===== src/rtl/mux_stream_arb_pkg.sv =====
// Shared types and helpers for the stream mux/arbiter.
// Latency: n/a (types and functions only).
// Backpressure: n/a.
// Contents: mux_mode_t (select vs round-robin), stage_t (output register state),
//           next_idx() cyclic index increment.
package mux_pkg;

  typedef enum logic {MODE_SEL, MODE_RR} mux_mode_t;

  typedef enum logic {ST_EMPTY, ST_FULL} stage_t;

  // Cyclic increment over 0..n-1; any index at or past the last wraps to 0.
  function automatic int next_idx(input int idx, input int n);
    return (idx + 1 >= n) ? 0 : idx + 1;
  endfunction

endpackage


===== src/rtl/mux_stream_arb_if.sv =====
// Bundle of the N-input / 1-output stream handshakes of mux_stream_arb.
// Latency: n/a (wiring only).
// Backpressure: in_ready per channel, out_ready from the consumer.
// Ports: mode/sel steer the grant; in_valid/in_data/in_ready per channel;
//        out_valid/out_data/out_ch/out_ready towards the consumer.
interface mux_stream_arb_if #(
  parameter int N_CH      = 4,
  parameter int WIDTH_BUS = 8
);
  import mux_pkg::*;

  localparam int WIDTH_SEL = $clog2(N_CH);

  mux_mode_t                          mode;
  logic [WIDTH_SEL-1:0]               sel;
  logic [N_CH-1:0]                    in_valid;
  logic [N_CH-1:0][WIDTH_BUS-1:0]     in_data;
  logic [N_CH-1:0]                    in_ready;
  logic                               out_valid;
  logic [WIDTH_BUS-1:0]               out_data;
  logic [WIDTH_SEL-1:0]               out_ch;
  logic                               out_ready;

  // slave: the mux itself; master: producers plus consumer around it.
  modport slave (
    input  mode, sel, in_valid, in_data, out_ready,
    output in_ready, out_valid, out_data, out_ch
  );

  modport master (
    output mode, sel, in_valid, in_data, out_ready,
    input  in_ready, out_valid, out_data, out_ch
  );

endinterface


===== src/rtl/mux_stream_arb_rr_pick.sv =====
// Cyclic priority finder: first set req bit searching upward from ptr+1, wrapping.
// Latency: combinational.
// Backpressure: none; the caller qualifies the grant.
// Ports: req (one bit per channel), ptr (last granted index) -> gnt_valid, gnt_idx.
module rr_pick
  import mux_pkg::*;
#(
  parameter int N_CH = 4
) (
  input  logic [N_CH-1:0]          req,
  input  logic [$clog2(N_CH)-1:0]  ptr,
  output logic                     gnt_valid,
  output logic [$clog2(N_CH)-1:0]  gnt_idx
);

  localparam int WIDTH_SEL = $clog2(N_CH);

  always_comb begin
    int  idx;
    logic hit;
    gnt_valid = 1'b0;
    gnt_idx   = '0;
    idx       = next_idx(int'(ptr), N_CH);
    for (int k = 0; k < N_CH; k++) begin
      // Constant-index lookup keeps the selection in range for non-power-of-two N_CH.
      hit = 1'b0;
      for (int j = 0; j < N_CH; j++) begin
        if (j == idx) hit = req[j];
      end
      if (!gnt_valid && hit) begin
        gnt_valid = 1'b1;
        gnt_idx   = WIDTH_SEL'(idx);
      end
      idx = next_idx(idx, N_CH);
    end
  end

endmodule


===== src/rtl/mux_stream_arb.sv =====
// N-channel stream mux with explicit-select or round-robin grant into one output register.
// Latency: 1 cycle from input handshake to out_valid.
// Backpressure: all in_ready drop while the output register is full and out_ready=0.
// Ports: clk, rst (async, active-high), bus (slave modport of mux_stream_arb_if).
module mux_stream_arb
  import mux_pkg::*;
#(
  parameter int N_CH      = 4,
  parameter int WIDTH_BUS = 8
) (
  input  logic              clk,
  input  logic              rst,
  mux_stream_arb_if.slave   bus
);

  localparam int WIDTH_SEL = $clog2(N_CH);

  stage_t                state;
  logic [WIDTH_SEL-1:0]  ptr;
  logic [WIDTH_BUS-1:0]  data_q;
  logic [WIDTH_SEL-1:0]  ch_q;

  logic                  rr_valid;
  logic [WIDTH_SEL-1:0]  rr_idx;
  logic                  gnt_valid;
  logic [WIDTH_SEL-1:0]  gnt_idx;
  logic [WIDTH_BUS-1:0]  gnt_data;
  logic                  load_en;
  logic                  xfer;

  rr_pick #(.N_CH(N_CH)) u_pick (
    .req       (bus.in_valid),
    .ptr       (ptr),
    .gnt_valid (rr_valid),
    .gnt_idx   (rr_idx)
  );

  // Mode 0 compares sel against every legal index, so an out-of-range sel
  // simply matches nothing instead of falling back to channel 0.
  always_comb begin
    gnt_valid = 1'b0;
    gnt_idx   = '0;
    if (bus.mode == MODE_RR) begin
      gnt_valid = rr_valid;
      gnt_idx   = rr_idx;
    end else begin
      for (int i = 0; i < N_CH; i++) begin
        if (bus.sel == WIDTH_SEL'(i) && bus.in_valid[i]) begin
          gnt_valid = 1'b1;
          gnt_idx   = WIDTH_SEL'(i);
        end
      end
    end
  end

  assign load_en = (state == ST_EMPTY) || bus.out_ready;
  assign xfer    = load_en && gnt_valid;

  always_comb begin
    gnt_data = '0;
    for (int i = 0; i < N_CH; i++) begin
      bus.in_ready[i] = xfer && (gnt_idx == WIDTH_SEL'(i));
      if (gnt_idx == WIDTH_SEL'(i)) gnt_data = bus.in_data[i];
    end
  end

  // ptr resets to the last channel so the first round-robin search starts at 0.
  always_ff @(posedge clk or posedge rst) begin
    if (rst) begin
      state  <= ST_EMPTY;
      data_q <= '0;
      ch_q   <= '0;
      ptr    <= WIDTH_SEL'(N_CH - 1);
    end else if (xfer) begin
      state  <= ST_FULL;
      data_q <= gnt_data;
      ch_q   <= gnt_idx;
      if (bus.mode == MODE_RR) ptr <= gnt_idx;
    end else if (bus.out_ready) begin
      // Drained with nothing new: data/channel keep their last values.
      state <= ST_EMPTY;
    end
  end

  assign bus.out_valid = (state == ST_FULL);
  assign bus.out_data  = data_q;
  assign bus.out_ch    = ch_q;

endmodule


===== src/flat_wrapper.sv =====
// flat-port wrapper written by rule: the top's interface ports become plain ports
module mux_stream_arb_flat import mux_pkg::*;
#(
  parameter int N_CH      = 4,
  parameter int WIDTH_BUS = 8
)
  (clk, rst, bus_mode, bus_sel, bus_in_valid, bus_in_data, bus_out_ready, bus_in_ready, bus_out_valid, bus_out_data, bus_out_ch);
  mux_stream_arb_if #(.N_CH(N_CH), .WIDTH_BUS(WIDTH_BUS)) bus_i ();
  input  logic clk;
  input  logic rst;
  input wire logic [$bits(bus_i.mode)-1:0] bus_mode;
  input wire logic [$bits(bus_i.sel)-1:0] bus_sel;
  input wire logic [$bits(bus_i.in_valid)-1:0] bus_in_valid;
  input wire logic [$bits(bus_i.in_data)-1:0] bus_in_data;
  input wire logic [$bits(bus_i.out_ready)-1:0] bus_out_ready;
  output wire logic [$bits(bus_i.in_ready)-1:0] bus_in_ready;
  output wire logic [$bits(bus_i.out_valid)-1:0] bus_out_valid;
  output wire logic [$bits(bus_i.out_data)-1:0] bus_out_data;
  output wire logic [$bits(bus_i.out_ch)-1:0] bus_out_ch;
  assign bus_i.mode = bus_mode;
  assign bus_i.sel = bus_sel;
  assign bus_i.in_valid = bus_in_valid;
  assign bus_i.in_data = bus_in_data;
  assign bus_i.out_ready = bus_out_ready;
  assign bus_in_ready = bus_i.in_ready;
  assign bus_out_valid = bus_i.out_valid;
  assign bus_out_data = bus_i.out_data;
  assign bus_out_ch = bus_i.out_ch;
  mux_stream_arb #(.N_CH(N_CH), .WIDTH_BUS(WIDTH_BUS)) u_core (.clk(clk), .rst(rst), .bus(bus_i));
endmodule

===== config.mk =====
export PLATFORM = sky130hd
export DESIGN_NAME = mux_stream_arb_flat
export DESIGN_NICKNAME = d
export VERILOG_FILES = /design/src/rtl/mux_stream_arb_pkg.sv /design/src/rtl/mux_stream_arb_if.sv /design/src/rtl/mux_stream_arb_rr_pick.sv /design/src/rtl/mux_stream_arb.sv /design/src/flat_wrapper.sv
export SDC_FILE = /design/constraint.sdc
export NUM_CORES = 1
export LEC_CHECK = 0
export BUFFER_PORTS_ARGS = -buffer_cell sky130_fd_sc_hd__buf_2
export CELL_PAD_IN_SITES_DETAIL_PLACEMENT = 0
export CELL_PAD_IN_SITES_GLOBAL_PLACEMENT = 1
export CORE_UTILIZATION = 37
export DETAILED_ROUTE_END_ITERATION = 16
export PLACE_DENSITY_LB_ADDON = 0.1
export SETUP_SLACK_MARGIN = 0.15
export SLEW_MARGIN = 0
export SYNTH_ARGS = -nofsm -noshare
export SYNTH_HDL_FRONTEND = slang
export SYNTH_SLANG_ARGS = --single-unit

===== constraint.sdc =====
create_clock -name clk -period 3.1 [get_ports clk]
set_input_delay 0.31 -clock clk [delete_from_list [all_inputs] [get_ports clk]]
set_output_delay 0.31 -clock clk [all_outputs]
set_load 0.05 [all_outputs]

==> flow_summary.ini, run 1 <==
[power]
p_sw_frac = 0.501
pwr-share-comb = 0.834
power_frac_seq = 0.113
p_switching_mw = 1.43
power_density_nw_per_um2 = 1230
ir_drop_uv = 733
intPower_mw = 1.43
clkPwrFrac = 0.053
power_leakage_nw = 1.01

[drt]
drtAntennaViolNets = 0
drc = 0
vias_per_cell = 5.20
routed_wl_mm = 4.13
drtPass1Iterations = 4
drt_iter0_drc = 27
wl_per_cell_um = 14.9
via_count = 1440

[logic_synthesis]
synth_compound_area_frac = 0.373
muxShareOfSynthArea = 0.0970
synth_cells = 143
synth-simple-area-share = 0.158
synth_seq_cells = 13
netlist_area_um2 = 1470
syn-num-nets = 195
syn_area_per_cell_um2 = 10.3
synth_fa_ha_area_frac = 0.0953
synthArstFlopShare = 1.00
synth_xor_area_frac = 0
synth-seq-area-share = 0.223
synth_edf_count = 0
ys.flop_type = dfrtp_1
ys_types = 44
yosysWarnings = 0
synth_top_family_by_area = compound AO/OA/AOI/OAI gates

[clock_network]
cts_buffers = 3
cts_htree_levels = 1
clkSinkCount = 13
clk_pin_slew_worst_paths_ns = 0.05
cts_tree = yes
clock_path_buffers = 2
ctsHoldBuffers = 0
cts_root_buf = clkbuf_8
clk_latency_ns = 0.24

[sta]
tightestPinTransition_ns = 0.562
finalHoldViolCount = 0
drv_slew = 0
period_share = 0.981
slew_headroom = 0.625
setup_viol = 0
min_period_ns = 3.04
fin_skew_ns = 0.00226
rsz0062_at_grt = yes
fmax_mhz = 329

[place]
dp.cells = 256
port_buffers = 56
gp_congestion = 0.855
dp_hpwl_mm = 3.03

[layout]
post-route-util = 0.623
drive_gt1_frac = 0.616
fin_cells = 277
area_growth_syn_to_layout_pct = 58.6
fin_nets = 282
n_antenna_cell = 0
nFillCells = 307

[floorplan]
die_h_um = 65.0
die_w_um = 65.0
fp-row-count = 22
pin_count = 57
core_um2 = 3740
die_area_um2 = 4230
initial_utilization = 0.393

[hold_path]
hold_path.class = primary input to async pin

[status]
status = completed

[setup_path]
crit_slowest_cell = dfstp_2
crit_fanout = 7
max_stage_delay_ns = 0.59
worstSetupStartpointType = flip-flop
path_common_cell = a211o_1
worstPathCellList = inv_4 -> ha_4 -> and3b_2 -> o2111ai_2 -> a211o_1 -> a211o_1 -> a41oi_4 -> and2_4 -> nor2b_4 -> buf_6
crit_path_end_kind = output pin
crit_type = flip-flop to output pin
required_ns = 2.79
critPathArrivalTime_ns = 2.73

[grt]
grt_max_degree = 14
grt_first_pass_wirelength_mm = 6.81
overflow = 0
grt_pass1_vias = 1465
grt_use_total = 0.204
antenna_found_initial = 0

[flow_run]
max_cap_viol_count = 0
[per-layer routing]
| layer | wire length, um | up-vias | global-route usage |
|---|---|---|---|
| met5 | 0 | - | 0 |
| met4 | 16 | 0 | 0.0245 |
| met3 | 211 | 2 | 0.0405 |
| met2 | 1980 | 43 | 0.335 |
| met1 | 1910 | 679 | 0.284 |
| li1 | - | 716 | - |
[stage by stage]
step           hold WS, ns  setup slack [ns]  TNS [ns]  power, mW  cell area (um^2)
3_5_place_dp         0.386            0.0271         0       2.19              1930
5_1_grt              0.154           -0.0961    -0.144       3.05              2330
2_1_floorplan        0.186             0.131         0       1.72              1510
6_report             0.112            0.0597         0       2.86              2330
4_1_cts              0.117            0.0363         0       2.67              2200
3_3_place_gp         0.371            0.0895         0       2.16              1930
[power groups by stage]
stage | clock, mW | sequential (mW) | combinational (mW)
finish | 0.151 | 0.324 | 2.38
global route | 0.163 | 0.337 | 2.54
CTS | 0.161 | 0.324 | 2.18
detailed placement | 0 | 0.321 | 1.87
global placement | 0 | 0.314 | 1.84
floorplan | 0 | 0.553 | 1.17
[state kept, by name (all words and copies together), names as in the netlist]
register,count
u_core.ptr,2
u_core.bus.out_ch,2
u_core.bus.out_valid,1
u_core.bus.out_data,8
[final timing paths]
check,startpoint,endpoint,slack (ns),cells after the start
max in group asynchronous,rst,u_core.ptr[0]$_DFFE_PP1P_,2.62,2
hold / removal,rst,u_core.bus.out_ch[1]$_DFFE_PP0N_,0.11,2
setup reg to reg,u_core.ptr[1]$_DFFE_PP1P_,u_core.bus.out_data[7]$_DFFE_PP0N_,0.17,12
setup / recovery,u_core.ptr[1]$_DFFE_PP1P_,bus_in_ready[3],0.06,10
min in group clk,bus_out_ready,u_core.bus.out_valid$_DFFE_PP0P_,0.38,3
hold reg to reg,u_core.bus.out_ch[1]$_DFFE_PP0N_,u_core.bus.out_ch[1]$_DFFE_PP0N_,0.47,1
[cell type report]
| class | count | area [um^2] | share of cell area |
|---|---|---|---|
| multi-input cells | 117 | 1290 | 0.552 |
| flip-flops and latches | 13 | 328 | 0.141 |
| well taps | 48 | 60.1 | 0.0258 |
| inverters | 6 | 27.5 | 0.0118 |
| clock buffers | 4 | 45.0 | 0.0193 |
| repair buffers | 89 | 584 | 0.251 |
[cells by family (layout without fill, tap and decap cells)]
| family | Yosys count | after routing |
|---|---|---|
| AOI/OAI and AO/OA | 50 | 50 |
| and+or+nand+nor | 43 | 43 |
| muxes | 14 | 14 |
| DFF | 13 | 13 |
| buffers and inverters | 13 | 99 |
| adders and majority gates | 10 | 10 |
[cells in the mapped netlist (all sizes together), types with 3 or more instances]
library cell / count / area (um^2)
a211oi: 13 / 138
mux2i: 12 / 120
nor2: 12 / 47.6
dfrtp: 11 / 275
a2111oi: 9 / 168
nand2: 9 / 33.8
a21boi: 8 / 60.1
ha: 8 / 100
buf: 7 / 56.3
inv: 6 / 22.5
a211o: 4 / 35.0
nand2b: 4 / 25.0
nor2b: 4 / 25.0
o21ai: 4 / 20.0
and2: 3 / 21.3
and3: 3 / 18.8
o211ai: 3 / 27.5
[critical path: cells and delay by family (launching register included)]
family,cells,cell delay [ns]
fa+ha+maj,1,0.18
flops,1,0.59
buf+inv,2,0.23
simple gates,3,0.57
compound gates,4,0.90
[timing repair]
item | CTS | global route
resized for setup | 31 | 13
pin swaps | 11 | 5
buffers inserted | 10 | 7
setup endpoints to repair | 8 | 12
[cells in the final DEF, fill, tap and decap left out, types with 3 or more instances in the layout]
cell       Yosys  final
clkbuf_8       0      3
inv_1          6      4
and2_4         1      3
mux2i_1       12     11
nand2b_1       4      3
buf_4          0     29
ha_4           0      4
buf_2          5     52
a2111oi_4      3      8
ha_1           8      4
a211oi_2       8     12
dfrtp_1       11     11
nor2_1        11     10
nand2_1        9      9
a211o_1        4      4
buf_6          1      5
o21ai_1        3      3
a21boi_0       8      7
Power figures use the tool's default switching activity.
==> inputs of run 2 (changes only) <==
--- a/config.mk
+++ b/config.mk
@@ -8,10 +8,13 @@
 export BUFFER_PORTS_ARGS = -buffer_cell sky130_fd_sc_hd__buf_2
 export CELL_PAD_IN_SITES_DETAIL_PLACEMENT = 0
 export CELL_PAD_IN_SITES_GLOBAL_PLACEMENT = 1
+export CORE_MARGIN = 4
 export CORE_UTILIZATION = 37
 export DETAILED_ROUTE_END_ITERATION = 16
 export PLACE_DENSITY_LB_ADDON = 0.1
+export REMOVE_ABC_BUFFERS = 1
 export SETUP_SLACK_MARGIN = 0.15
+export SKIP_CTS_REPAIR_TIMING = 1
 export SLEW_MARGIN = 0
 export SYNTH_ARGS = -nofsm -noshare
 export SYNTH_HDL_FRONTEND = slang
==> run 2 against run 1 <==
  * First-iteration DRC count increased by 110%
  * Highest routed layer unchanged
  * Wire length up 9.4%
  * Total power down 9.6%
  * Non-clock buffer count shrank 12
  * Register-to-register slack improved by 0.07 ns
  * Critical path depth is 1 higher
  * Maximum frequency is 0.93% lower
  * Worst setup slack worse by 0.028 ns
  * Global-route usage shrank 3.6 points
  * Count of clock-buffer cells in the layout down 1
  * Sequential share of layout area grew 1.2 points
  * Final cell count is 4.3% lower
==> flow_summary.ini, run 2 (synthesis results as in run 1) <==
[power]
power_density_nw_per_um2 = 1210
power_leakage_nw = 0.936
total_power_mw = 2.59
ir_drop_uv = 589

[setup_path]
worstSetupStartpointType = flip-flop
critPathCapture = bus_in_ready[1]
crit_cells = 11
r2r-end = u_core.bus.out_data[3]$_DFFE_PP0N_
critPathArrivalTime_ns = 2.76
path_delay_family = simple AND/OR/NAND/NOR gates
reg2reg_depth = 10
worstPathCellList = buf_4 -> ha_4 -> or3b_4 -> o2111ai_2 -> a211o_1 -> a211o_1 -> a41oi_2 -> buf_4 -> nand2b_4 -> nor2_1 -> buf_6
worstReg2RegStart = u_core.ptr[1]$_DFFE_PP1P_
crit_type = flip-flop to output pin
crit_slowest_cell = dfstp_2
reg2reg_slack_ns = 0.24
max_stage_delay_ns = 0.61
startpoint = u_core.ptr[1]$_DFFE_PP1P_
critPathBufInv = 3
crit_path_end_kind = output pin
crit_fanout = 7
required_ns = 2.79

[grt]
overflow = 0
antenna_found_initial = 0
grt_pass1_vias = 1399
grt_first_pass_wirelength_mm = 6.95
grt_max_degree = 14
grt_use_total = 0.168

[place]
port_buffers = 56
pre_cts_slack_ns = 0.0502
gp_congestion = 0.911
dp_hpwl_mm = 3.37

[status]
status = completed

[layout]
area_growth_syn_to_layout_pct = 45.8
final_common_cell = buf_2
largest_reg_flops = 8
n_antenna_cell = 0
fin_nets = 270
final_cell_mix = buf_2, buf_4, a211oi_2
nFillCells = 351
drive_gt1_frac = 0.599
post-route-util = 0.573

[sta]
finalHoldViolCount = 0
period_share = 0.990
setup_viol = 0
tightestPinTransition_ns = 0.569
rsz0062_at_grt = yes
fmax_mhz = 326
setup_tns_ns = 0
drv_slew = 0
fin_ws_ns = 0.0313
slew_headroom = 0.620
fin_skew_ns = 0.00203
holdWs_ns = 0.113
min_period_ns = 3.07

[floorplan]
die_w_um = 71.0
pin_count = 57
core_um2 = 3740
fp-row-count = 22
die_h_um = 71.0
initial_utilization = 0.393
die_area_um2 = 5050

[clock_network]
cts_htree_levels = 1
clk_pin_slew_worst_paths_ns = 0.06
cts_buffers = 3
cts_root_buf = clkbuf_8
clk_latency_ns = 0.24
clkSinkCount = 13
clock_path_buffers = 2
cts_tree = yes

[drt]
wl_per_cell_um = 17.0
drtPass1Iterations = 4
via_count = 1454
routed_wl_mm = 4.51
drt_iter0_drc = 57
drtAntennaViolNets = 0
drc = 0
vias_per_cell = 5.49

[hold_path]
hold_path.class = primary input to async pin

[flow_run]
max_cap_viol_count = 0
[run 2: cell count changes in the layout (fill, tap and decap cells not counted), moves of 2 or more]
cell and delta:
a2111oi_2 +4, buf_4 -9, a41oi_2 +2, nor2b_2 +2, a2111oi_4 -4, buf_8 -2
[run 2: final cells by class]
class	count	area [um^2]	area share
clock inverters	1	5.00	0.00234
inverters	6	27.5	0.0128
repair buffers	77	467	0.218
clock buffers	3	41.3	0.0193
multi-input cells	117	1210	0.567
flip-flops and latches	13	328	0.153
well taps	48	60.1	0.0280
[run 2: where the power goes]
part           total (mW)  internal (mW)  leakage [nW]  switching [mW]
clock               0.152         0.0888        0.0255          0.0627
combinational        2.11          0.873         0.765            1.23
sequential          0.327          0.263         0.145          0.0638
[run 2: through the flow]
step	instance area, um^2	std cells
floorplan	1410	136
global placement	1900	258
detailed placement	1900	258
CTS	1940	262
global route	2140	265
finish	2140	265
[run 2: worst min-delay path by stage]
stage                     slack, ns                                  to
after detailed placement       0.38  u_core.bus.out_data[5]$_DFFE_PP0N_
after global placement         0.37  u_core.bus.out_data[5]$_DFFE_PP0N_
after floorplan                0.19    u_core.bus.out_ch[0]$_DFFE_PP0N_
after CTS                      0.11  u_core.bus.out_data[5]$_DFFE_PP0N_
after global routing           0.15    u_core.bus.out_ch[0]$_DFFE_PP0N_
final                          0.11  u_core.bus.out_data[5]$_DFFE_PP0N_
[run 2: layer usage]
metal / global-route usage / share of wire / up-vias
met5: 0 / 0 / -
met4: 0.0167 / 0.0091 / 0
met3: 0.0483 / 0.082 / 6
met2: 0.264 / 0.48 / 69
met1: 0.239 / 0.43 / 686
li1: - / - / 693
==> inputs of run 3 (changes only) <==
--- a/config.mk
+++ b/config.mk
@@ -9,8 +9,9 @@
 export CELL_PAD_IN_SITES_DETAIL_PLACEMENT = 0
 export CELL_PAD_IN_SITES_GLOBAL_PLACEMENT = 1
 export CORE_MARGIN = 4
-export CORE_UTILIZATION = 37
+export CORE_UTILIZATION = 39
 export DETAILED_ROUTE_END_ITERATION = 16
+export MAX_ROUTING_LAYER = met4
 export PLACE_DENSITY_LB_ADDON = 0.1
 export REMOVE_ABC_BUFFERS = 1
 export SETUP_SLACK_MARGIN = 0.15
==> constraint.sdc (replaced) <==
create_clock -name clk -period 3.7 [get_ports clk]
set_input_delay 0.37 -clock clk [delete_from_list [all_inputs] [get_ports clk]]
set_output_delay 0.37 -clock clk [all_outputs]
set_load 0.05 [all_outputs]
==> run 3 against run 2 <==
  * Count of clock-buffer cells in the layout rose by 1
  * Worst hold slack improved by 0.038 ns
  * Flip-flop and latch count did not move
  * Final cell count fell by 3.0%
  * Critical path depth fell by 1
  * Cell area fell by 9.2%
  * Clock power fell by 16%
  * Worst setup slack improved by 0.24 ns
  * Global-route usage fell by 0.77 points
  * Combinational power fell by 29%
  * Die area fell by 4.6%
  * Utilization fell by 4.1 points
  * Critical path type unchanged
==> flow_summary.ini, run 3 (synthesis results as in run 1) <==
[clock_network]
clock_path_buffers = 2
clkSinkCount = 13
cts_tree = yes
clk_pin_slew_worst_paths_ns = 0.06
cts_root_buf = clkbuf_8
cts_htree_levels = 1
cts_buffers = 3
clk_latency_ns = 0.24

[setup_path]
path_common_cell = a211o_1
crit_type = flip-flop to output pin
worstPathCellList = clkinvlp_4 -> ha_2 -> a211oi_1 -> o21ai_1 -> a211o_1 -> a211o_1 -> a41oi_2 -> and2_1 -> nor2b_1 -> buf_4
r2r-end = u_core.bus.out_data[7]$_DFFE_PP0N_
worstReg2RegStart = u_core.ptr[0]$_DFFE_PP1P_
critPathCapture = bus_in_ready[3]
crit_slowest_cell = dfstp_2
crit_cells = 10
crit_fanout = 7
crit_path_end_kind = output pin
critPathBufInv = 2
startpoint = u_core.ptr[0]$_DFFE_PP1P_
required_ns = 3.33
reg2reg_slack_ns = 0.56
critPathArrivalTime_ns = 3.06
worstSetupStartpointType = flip-flop
reg2reg_depth = 9
path_delay_family = compound AO/OA/AOI/OAI gates
max_stage_delay_ns = 0.61

[grt]
grt_use_total = 0.161
overflow = 0
grt_max_degree = 22
grt_first_pass_wirelength_mm = 6.30
antenna_found_initial = 0
grt_pass1_vias = 1289

[layout]
fin_cells = 257
fin_nets = 262
largest_reg_flops = 8
final_area_um2 = 1950
area_growth_syn_to_layout_pct = 32.4
drive_gt1_frac = 0.507
post-route-util = 0.532
final_common_cell = buf_2
n_antenna_cell = 0
final_cell_mix = buf_2, buf_4, mux2i_1

[sta]
slew_headroom = 0.621
rsz0062_at_grt = no
setup_tns_ns = 0
holdWs_ns = 0.151
fin_skew_ns = 0.00384
setup_viol = 0
tightestPinTransition_ns = 0.568
min_period_ns = 3.43
finalHoldViolCount = 0
fmax_mhz = 292
period_share = 0.927
fin_ws_ns = 0.270
drv_slew = 0

[drt]
routed_wl_mm = 4.00
drtAntennaViolNets = 0
vias_per_cell = 5.26
drt_iter0_drc = 60
drc = 0
drtPass1Iterations = 4
via_count = 1353
wl_per_cell_um = 15.6

[floorplan]
pin_count = 57
fp-row-count = 22
initial_utilization = 0.402
core_um2 = 3660
die_area_um2 = 4820
die_w_um = 69.4
die_h_um = 69.4

[status]
status = completed

[flow_run]
max_cap_viol_count = 0

[power]
power_density_nw_per_um2 = 972
power_leakage_nw = 0.860
total_power_mw = 1.89
ir_drop_uv = 396

[place]
dp_hpwl_mm = 3.04
gp_congestion = 0.933
port_buffers = 56
dpl_cell_area_um2 = 1810
dp.cells = 247
pre_cts_slack_ns = 0.355

[hold_path]
hold_path.class = primary input to async pin
-- run 3: worst min path at each step --
stage / endpoint / slack (ns) / cells after the start
global route: u_core.bus.out_data[3]$_DFFE_PP0N_ / 0.20 / 2
detailed placement: u_core.bus.out_data[3]$_DFFE_PP0N_ / 0.44 / 2
global placement: u_core.bus.out_data[3]$_DFFE_PP0N_ / 0.43 / 2
finish: u_core.bus.out_data[3]$_DFFE_PP0N_ / 0.15 / 2
CTS: u_core.bus.out_data[3]$_DFFE_PP0N_ / 0.17 / 2
floorplan: u_core.bus.out_ch[0]$_DFFE_PP0N_ / 0.25 / 1
-- run 3: power breakdown --
group	switching, mW	leakage [nW]	internal (mW)
logic	0.935	0.692	0.562
clock network	0.0519	0.0228	0.0761
registers	0.0467	0.145	0.220
-- run 3: per-layer routing --
metal,vias up,track usage,wire length (um)
met5,-,-,0
met1,630,0.197,1730
met3,4,0.0391,267
met4,0,0.0586,47
met2,43,0.256,1950
li1,676,-,-
-- run 3: final cells by class --
class,count,area (um^2)
Clock buffer,4,45.0
Inverter,6,26.3
Fill cell,335,1710
Sequential cell,13,328
Timing Repair Buffer,68,378
Multi-Input combinational cell,118,1110
Tap cell,48,60.1
